## config.mk

```make
export PLATFORM = sky130hd
export DESIGN_NAME = risc_datapath_flat
export DESIGN_NICKNAME = d
export VERILOG_FILES = /design/src/rtl/risc_pkg.sv /design/src/rtl/risc_datapath_if.sv /design/src/rtl/risc_alu.sv /design/src/rtl/risc_datapath.sv /design/src/flat_wrapper.sv
export SDC_FILE = /design/constraint.sdc
export NUM_CORES = 1
export LEC_CHECK = 0
export BUFFER_PORTS_ARGS = -buffer_cell sky130_fd_sc_hd__clkbuf_2
export CAP_MARGIN = 5
export CORE_UTILIZATION = 50
export CTS_CLUSTER_SIZE = 8
export DETAILED_ROUTE_END_ITERATION = 8
export GPL_TIMING_DRIVEN = 1
export PLACE_DENSITY_LB_ADDON = 0.3
export SYNTH_ARGS = -nofsm -noshare
export SYNTH_HDL_FRONTEND = slang
export SYNTH_SLANG_ARGS = --single-unit
```

## constraint.sdc

```tcl
create_clock -name clk -period 4.1 [get_ports clk]
set_clock_uncertainty 0.1 [all_clocks]
set_input_delay 0.205 -clock clk [delete_from_list [all_inputs] [get_ports clk]]
set_output_delay 0.205 -clock clk [all_outputs]
set_load 0.01 [all_outputs]
```

## src/rtl/risc_pkg.sv

```systemverilog
// Shared encodings for the RISC datapath: ALU opcodes, bus_2 selects, flag bit positions.
package risc_pkg;
  typedef enum logic [3:0] {
    OP_NOP = 4'd0, OP_ADD = 4'd1, OP_SUB = 4'd2, OP_AND = 4'd3, OP_OR  = 4'd4,
    OP_XOR = 4'd5, OP_NOT = 4'd6, OP_SHL = 4'd7, OP_SHR = 4'd8
  } opcode_e;

  localparam logic [1:0] SEL2_ALU  = 2'd0;
  localparam logic [1:0] SEL2_BUS1 = 2'd1;
  localparam logic [1:0] SEL2_MEM  = 2'd2;
  localparam logic [1:0] SEL2_TOP  = 2'd3;

  localparam int FLAG_N = 3;
  localparam int FLAG_Z = 2;
  localparam int FLAG_C = 1;
  localparam int FLAG_V = 0;
endpackage

```

## src/rtl/risc_datapath_if.sv

```systemverilog
// Control strobes, memory data and status outputs of the RISC datapath.
interface risc_datapath_if #(parameter int WORD_W = 8, parameter int NUM_REGS = 4);
  localparam int SEL1_W = $clog2(NUM_REGS + 1);

  logic [WORD_W-1:0]   mem_word;
  logic [NUM_REGS-1:0] load_reg;
  logic                load_ir, load_add_r, load_reg_y, load_pc, inc_pc, load_flags, push_pc, pop_pc;
  logic [SEL1_W-1:0]   sel_bus_1;
  logic [1:0]          sel_bus_2;
  logic [WORD_W-1:0]   bus_1, address, instruction;
  logic [3:0]          flags;
  logic                stack_full, stack_empty, stack_err;

  modport master (
    output mem_word, load_reg, load_ir, load_add_r, load_reg_y, load_pc, inc_pc, load_flags,
           push_pc, pop_pc, sel_bus_1, sel_bus_2,
    input  bus_1, address, instruction, flags, stack_full, stack_empty, stack_err
  );
  modport slave (
    input  mem_word, load_reg, load_ir, load_add_r, load_reg_y, load_pc, inc_pc, load_flags,
           push_pc, pop_pc, sel_bus_1, sel_bus_2,
    output bus_1, address, instruction, flags, stack_full, stack_empty, stack_err
  );
endinterface

```

## src/rtl/risc_alu.sv

```systemverilog
// Combinational ALU; flags packed as {N,Z,C,V}.
module risc_alu import risc_pkg::*; #(
  parameter int WORD_W = 8
) (
  input  logic [3:0]        opcode,
  input  logic [WORD_W-1:0] data_1,
  input  logic [WORD_W-1:0] data_2,
  output logic [WORD_W-1:0] alu_out,
  output logic [3:0]        alu_flags
);
  localparam int M = WORD_W - 1;
  logic c, v;

  always_comb begin
    alu_out = '0;
    c       = 1'b0;
    v       = 1'b0;
    case (opcode)
      OP_ADD: begin
        {c, alu_out} = {1'b0, data_1} + {1'b0, data_2};
        v = (data_1[M] == data_2[M]) && (alu_out[M] != data_1[M]);
      end
      OP_SUB: begin
        alu_out = data_1 - data_2;
        c = data_1 < data_2;
        v = (data_1[M] != data_2[M]) && (alu_out[M] != data_1[M]);
      end
      OP_AND: alu_out = data_1 & data_2;
      OP_OR:  alu_out = data_1 | data_2;
      OP_XOR: alu_out = data_1 ^ data_2;
      OP_NOT: alu_out = ~data_2;
      OP_SHL: begin alu_out = {data_2[M-1:0], 1'b0}; c = data_2[M]; end
      OP_SHR: begin alu_out = {1'b0, data_2[M:1]};   c = data_2[0]; end
      default: ;
    endcase
  end

  always_comb begin
    alu_flags         = '0;
    alu_flags[FLAG_N] = alu_out[M];
    alu_flags[FLAG_Z] = (alu_out == '0);
    alu_flags[FLAG_C] = c;
    alu_flags[FLAG_V] = v;
  end
endmodule

```

## src/rtl/risc_datapath.sv

```systemverilog
// RISC datapath: register file, Y/IR/ADD_R, PC with return-address stack, two buses and ALU.
module risc_datapath import risc_pkg::*; #(
  parameter int WORD_W      = 8,
  parameter int NUM_REGS    = 4,
  parameter int STACK_DEPTH = 4
) (
  input logic             clk,
  input logic             rst,
  risc_datapath_if.slave  dp
);
  localparam int SEL1_W = $clog2(NUM_REGS + 1);
  localparam int PTR_W  = $clog2(STACK_DEPTH);
  localparam int DEP_W  = PTR_W + 1;

  logic [NUM_REGS-1:0][WORD_W-1:0]    regs;
  logic [STACK_DEPTH-1:0][WORD_W-1:0] stack;
  logic [WORD_W-1:0] pc, pc_inc, y, ir, add_r, bus_1, bus_2, alu_out, top;
  logic [3:0]        alu_flags, flags;
  logic [DEP_W-1:0]  depth;
  logic [PTR_W-1:0]  top_ptr;
  logic              empty, full, pop_ok, push_ok, err;

  assign pc_inc  = pc + 1'b1;
  assign empty   = (depth == '0);
  assign full    = (depth == DEP_W'(STACK_DEPTH));
  assign top_ptr = PTR_W'(depth - 1'b1);
  assign top     = empty ? '0 : stack[top_ptr];
  assign pop_ok  = dp.pop_pc && !empty;
  // A simultaneous valid pop frees the top slot, so push is allowed even when full.
  assign push_ok = dp.push_pc && (!full || pop_ok);

  always_comb begin
    bus_1 = '0;
    for (int i = 0; i < NUM_REGS; i++)
      if (dp.sel_bus_1 == SEL1_W'(i)) bus_1 = regs[i];
    if (dp.sel_bus_1 == SEL1_W'(NUM_REGS)) bus_1 = pc;
  end

  always_comb begin
    case (dp.sel_bus_2)
      SEL2_ALU:  bus_2 = alu_out;
      SEL2_BUS1: bus_2 = bus_1;
      SEL2_MEM:  bus_2 = dp.mem_word;
      default:   bus_2 = top;
    endcase
  end

  risc_alu #(.WORD_W(WORD_W)) u_alu (
    .opcode(ir[WORD_W-1:WORD_W-4]), .data_1(y), .data_2(bus_1),
    .alu_out(alu_out), .alu_flags(alu_flags)
  );

  always_ff @(posedge clk or posedge rst) begin
    if (rst) begin
      regs  <= '0;
      y     <= '0;
      ir    <= '0;
      add_r <= '0;
      flags <= '0;
    end else begin
      for (int i = 0; i < NUM_REGS; i++)
        if (dp.load_reg[i]) regs[i] <= bus_2;
      if (dp.load_reg_y) y     <= bus_2;
      if (dp.load_ir)    ir    <= bus_2;
      if (dp.load_add_r) add_r <= bus_2;
      if (dp.load_flags) flags <= alu_flags;
    end
  end

  always_ff @(posedge clk or posedge rst) begin
    if (rst) begin
      pc    <= '0;
      depth <= '0;
      err   <= 1'b0;
    end else begin
      if (pop_ok)          pc <= top;
      else if (dp.load_pc) pc <= bus_2;
      else if (dp.inc_pc)  pc <= pc_inc;
      if (push_ok && !pop_ok)      depth <= depth + 1'b1;
      else if (pop_ok && !push_ok) depth <= depth - 1'b1;
      if ((dp.push_pc && !push_ok) || (dp.pop_pc && !pop_ok)) err <= 1'b1;
    end
  end

  // Entries are not reset; depth alone defines what is valid.
  always_ff @(posedge clk) begin
    if (!rst) begin
      if (push_ok && pop_ok) stack[top_ptr]           <= pc_inc;
      else if (push_ok)      stack[depth[PTR_W-1:0]]  <= pc_inc;
    end
  end

  assign dp.bus_1       = bus_1;
  assign dp.address     = add_r;
  assign dp.instruction = ir;
  assign dp.flags       = flags;
  assign dp.stack_full  = full;
  assign dp.stack_empty = empty;
  assign dp.stack_err   = err;
endmodule
```

## src/flat_wrapper.sv

```systemverilog
// flat-port wrapper written by rule: the top's interface ports become plain ports
module risc_datapath_flat import risc_pkg::*;
#(
  parameter int WORD_W      = 8,
  parameter int NUM_REGS    = 4,
  parameter int STACK_DEPTH = 4
)
  (clk, rst, dp_mem_word, dp_load_reg, dp_load_ir, dp_load_add_r, dp_load_reg_y, dp_load_pc, dp_inc_pc, dp_load_flags, dp_push_pc, dp_pop_pc, dp_sel_bus_1, dp_sel_bus_2, dp_bus_1, dp_address, dp_instruction, dp_flags, dp_stack_full, dp_stack_empty, dp_stack_err);
  risc_datapath_if #(.WORD_W(WORD_W), .NUM_REGS(NUM_REGS)) dp_i ();
  input logic clk;
  input logic rst;
  input wire logic [$bits(dp_i.mem_word)-1:0] dp_mem_word;
  input wire logic [$bits(dp_i.load_reg)-1:0] dp_load_reg;
  input wire logic [$bits(dp_i.load_ir)-1:0] dp_load_ir;
  input wire logic [$bits(dp_i.load_add_r)-1:0] dp_load_add_r;
  input wire logic [$bits(dp_i.load_reg_y)-1:0] dp_load_reg_y;
  input wire logic [$bits(dp_i.load_pc)-1:0] dp_load_pc;
  input wire logic [$bits(dp_i.inc_pc)-1:0] dp_inc_pc;
  input wire logic [$bits(dp_i.load_flags)-1:0] dp_load_flags;
  input wire logic [$bits(dp_i.push_pc)-1:0] dp_push_pc;
  input wire logic [$bits(dp_i.pop_pc)-1:0] dp_pop_pc;
  input wire logic [$bits(dp_i.sel_bus_1)-1:0] dp_sel_bus_1;
  input wire logic [$bits(dp_i.sel_bus_2)-1:0] dp_sel_bus_2;
  output wire logic [$bits(dp_i.bus_1)-1:0] dp_bus_1;
  output wire logic [$bits(dp_i.address)-1:0] dp_address;
  output wire logic [$bits(dp_i.instruction)-1:0] dp_instruction;
  output wire logic [$bits(dp_i.flags)-1:0] dp_flags;
  output wire logic [$bits(dp_i.stack_full)-1:0] dp_stack_full;
  output wire logic [$bits(dp_i.stack_empty)-1:0] dp_stack_empty;
  output wire logic [$bits(dp_i.stack_err)-1:0] dp_stack_err;
  assign dp_i.mem_word = dp_mem_word;
  assign dp_i.load_reg = dp_load_reg;
  assign dp_i.load_ir = dp_load_ir;
  assign dp_i.load_add_r = dp_load_add_r;
  assign dp_i.load_reg_y = dp_load_reg_y;
  assign dp_i.load_pc = dp_load_pc;
  assign dp_i.inc_pc = dp_inc_pc;
  assign dp_i.load_flags = dp_load_flags;
  assign dp_i.push_pc = dp_push_pc;
  assign dp_i.pop_pc = dp_pop_pc;
  assign dp_i.sel_bus_1 = dp_sel_bus_1;
  assign dp_i.sel_bus_2 = dp_sel_bus_2;
  assign dp_bus_1 = dp_i.bus_1;
  assign dp_address = dp_i.address;
  assign dp_instruction = dp_i.instruction;
  assign dp_flags = dp_i.flags;
  assign dp_stack_full = dp_i.stack_full;
  assign dp_stack_empty = dp_i.stack_empty;
  assign dp_stack_err = dp_i.stack_err;
  risc_datapath #(.WORD_W(WORD_W), .NUM_REGS(NUM_REGS), .STACK_DEPTH(STACK_DEPTH)) u_core (.clk(clk), .rst(rst), .dp(dp_i));
endmodule
```

==> flow_metrics.py <==
metrics = {
    "logic_synthesis": {
        "synth.avg_cell_area_sq_um": 9.352,
        "synth_top_area_cell": "dfrtp_1",
        "ys_ff_latch": 104,
        "synth_edf_count": 32,
        "syn_inst": 706,
        "yosys-top-cells-count": "nor2_1, a21oi_1, dfrtp_1",
        "synthDistinctLibCells": 81,
        "ys_seq_area_frac": 0.4184,
        "syn_nets": 766,
        "yosys_warnings": 0,
        "synth_area_sq_um": 6603,
        "synth_top_area_share": 0.2729,
        "ys_async_sr_fraction": 0.6923,
        "synth_area_leaders": "dfrtp_1, edfxtp_1, nor2_1",
        "ys_dominant_reg_cell": "dfrtp_1",
        "yosysMostFrequentCell": "nor2_1",
    },
    "grt": {
        "first_global_vias": 5414,
        "antenna_found_initial": 0,
        "grtUsageTotal": 0.2936,
        "grt_max_degree": 73,
        "grt_pass1_wl_mm": 29.75,
        "grt_overflow": 0,
    },
    "worst_setup_path": {
        "critPathRequiredTime_ns": 4.22,
        "cp_num_buf_inv": 2,
        "slowest_delay_ns": 0.43,
        "crit_fanout": 8,
        "end_kind": "register",
        "path_cells": "mux2i_1 -> o2bb2ai_1 -> a21oi_1 -> inv_1 -> ha_1 -> fa_1 -> a211oi_1 -> nor2_1 -> mux2i_1 -> o221a_2 -> o211ai_2 -> a311oi_1 -> buf_4 -> a221o_2 -> a21oi_1",
        "critical_path.top_delay_family": "compound AO/OA/AOI/OAI gates",
        "cp_slowest_cell": "fa_1",
        "critPathLaunchType": "register",
        "worstSetupPathType": "reg -> reg",
        "cp_data_arrival_time_ns": 3.96,
    },
    "cts": {
        "htreeDepth": 3,
        "hold_buffers": 0,
        "cts_root_buf": "clkbuf_16",
        "cts_tree": "built",
        "postCtsSetupBuffers": 0,
        "path_clk_slew_ns": 0.07,
        "clk_latency_ns": 0.35,
        "clockBufferDepth": 2,
        "cts_buffers": 9,
        "cts.sinks": 104,
    },
    "power": {
        "p_leak_nw": 3.135,
        "powerDensity_nw_per_um2": 657.5,
        "vdd_ir_drop_max_mv": 0.5049,
        "power.total_w": 0.004876,
    },
    "floorplan": {
        "dieArea_sq_um": 13670,
        "core_area_sq_um": 12720,
        "io_pins": 58,
        "initial_core_util": 0.5190,
        "die_x_um": 116.9,
        "rows": 41,
        "fp.dieH_um": 116.9,
    },
    "drt": {
        "wl_mm": 18.87,
        "num_vias": 5713,
        "drt-vias-per-instance": 6.117,
        "wire_per_inst_um": 20.20,
        "ant_nets": 0,
        "firstDrtPassIters": 5,
        "dr.first_iter.drc_count": 495,
        "drc_errors": 0,
    },
    "hold_path": {
        "hp-class": "in -> reg",
    },
    "timing": {
        "period_needed_ns": 3.848,
        "relSlewSlack": 0.3884,
        "tns_ns": 0,
        "hold_viol": 0,
        "slew_violations": 0,
        "grt_setup_unrepaired": "no",
        "fin_crit_sh": 0.9385,
        "setup_violations": 0,
        "tightest_slew_ns": 0.9174,
        "fmax_ghz": 0.2599,
    },
    "layout": {
        "drive_gt1_frac": 0.1837,
        "ff_latch_area_sq_um": 2763,
        "nNetsFinal": 817,
        "multi_input_area_sq_um": 3490,
        "syn2layout_area_growth_pct": 12.32,
        "antenna_cells": 0,
        "fillCellCount": 1143,
    },
    "status": {
        "outcome": "finished, final reports clean",
    },
    "placed_design": {
        "place.detailed.hpwl_mm": 14.09,
        "gp_congestion": 0.9668,
        "portBuffers": 57,
    },
    "flow_run": {
        "maxCapViolations": 0,
    },
}
flip-flops by register name (all words and copies together) (netlist names):
name                   count
u_core.depth               3
u_core.dp.address          8
u_core.dp.flags            4
u_core.dp.instruction      8
u_core.dp.stack_err        1
u_core.pc                  8
u_core.regs               32
u_core.stack              32
u_core.y                   8
layer usage:
layer / global-route usage / vias to the layer above / part of all wire
met4: 0.1392 / 0 / 0.040
met3: 0.05098 / 51 / 0.060
met1: 0.3971 / 2778 / 0.43
met5: 0 / - / 0
met2: 0.4611 / 231 / 0.47
li1: - / 2653 / -
layout by cell type (no fill, tap or decap), types with 4 or more instances in the layout:
cell type,n
dfrtp_1,72
mux2i_1,15
buf_4,28
or3_1,5
edfxtp_1,32
clkbuf_2,57
nand3b_1,10
nor2_1,128
inv_1,36
nand2_1,24
xnor2_1,14
o2bb2ai_1,5
ha_1,32
o21ai_0,21
mux2_2,5
nor2b_1,12
xor2_1,4
mux4_2,8
clkbuf_16,11
nor3_1,10
nand4_1,5
a21oi_1,84
nand2b_1,10
a221oi_1,4
o22ai_1,14
o21ai_1,4
a211oi_1,7
a31oi_1,13
nand3_1,8
power breakdown:
part / internal (W) / total [W] / switching, W
combinational: 0.000952 / 0.00237 / 0.00142
clock: 0.000490 / 0.000875 / 0.000385
sequential: 0.00137 / 0.00163 / 0.000257
layout make-up:
cell class	count	share of cell area
Sequential cell	104	0.3725
Timing Repair Buffer	85	0.06681
Clock buffer	12	0.03762
Tap cell	172	0.02902
Inverter	38	0.01923
Multi-Input combinational cell	519	0.4706
Clock inverter	4	0.004218
per-stage QoR:
stage                     setup WS (ns)  utilization  hold slack (ns)  cell area (sq um)  instances
after floorplan                  0.5910            -           0.1941               6603        706
after global placement           0.1013       0.5579           0.3537               7098        918
after detailed placement        0.07904       0.5579           0.3969               7098        918
after CTS                        0.2195       0.5823          0.02756               7408        934
after global routing            0.05071       0.5829          0.05661               7416        934
final                            0.2520       0.5829          0.02822               7416        934
repair_timing:
item | in CTS | in global routing
setup endpoints to repair | 0 | 9
endpoints found under the hold margin | 0 | 0
resized for setup | 0 | 2
cell families after synthesis:
group,after synthesis,synth area share
mux,29,0.06026
flops,104,0.4184
compound gates,202,0.2050
fa+ha+maj,33,0.06367
buf+inv,83,0.05420
simple gates,237,0.1745
xor+xnor,18,0.02388
worst paths after layout:
| kind | start | end | slack, ns | cells past startpoint |
|---|---|---|---|---|
| worst min register to register | u_core.regs[5] | u_core.regs[5] | 0.42 | 2 |
| worst max register to register | u_core.regs[0] | u_core.dp.instruction[6] | 0.25 | 15 |
| worst min-delay path | dp_pop_pc | u_core.dp.stack_err | 0.03 | 2 |
| min in group asynchronous | rst | u_core.regs[27] | 0.07 | 3 |
| max in group asynchronous | rst | u_core.y[6] | 3.25 | 3 |
| worst max-delay path | u_core.regs[0] | u_core.dp.instruction[6] | 0.25 | 15 |
Note: power is estimated with default switching activity, not from simulation.
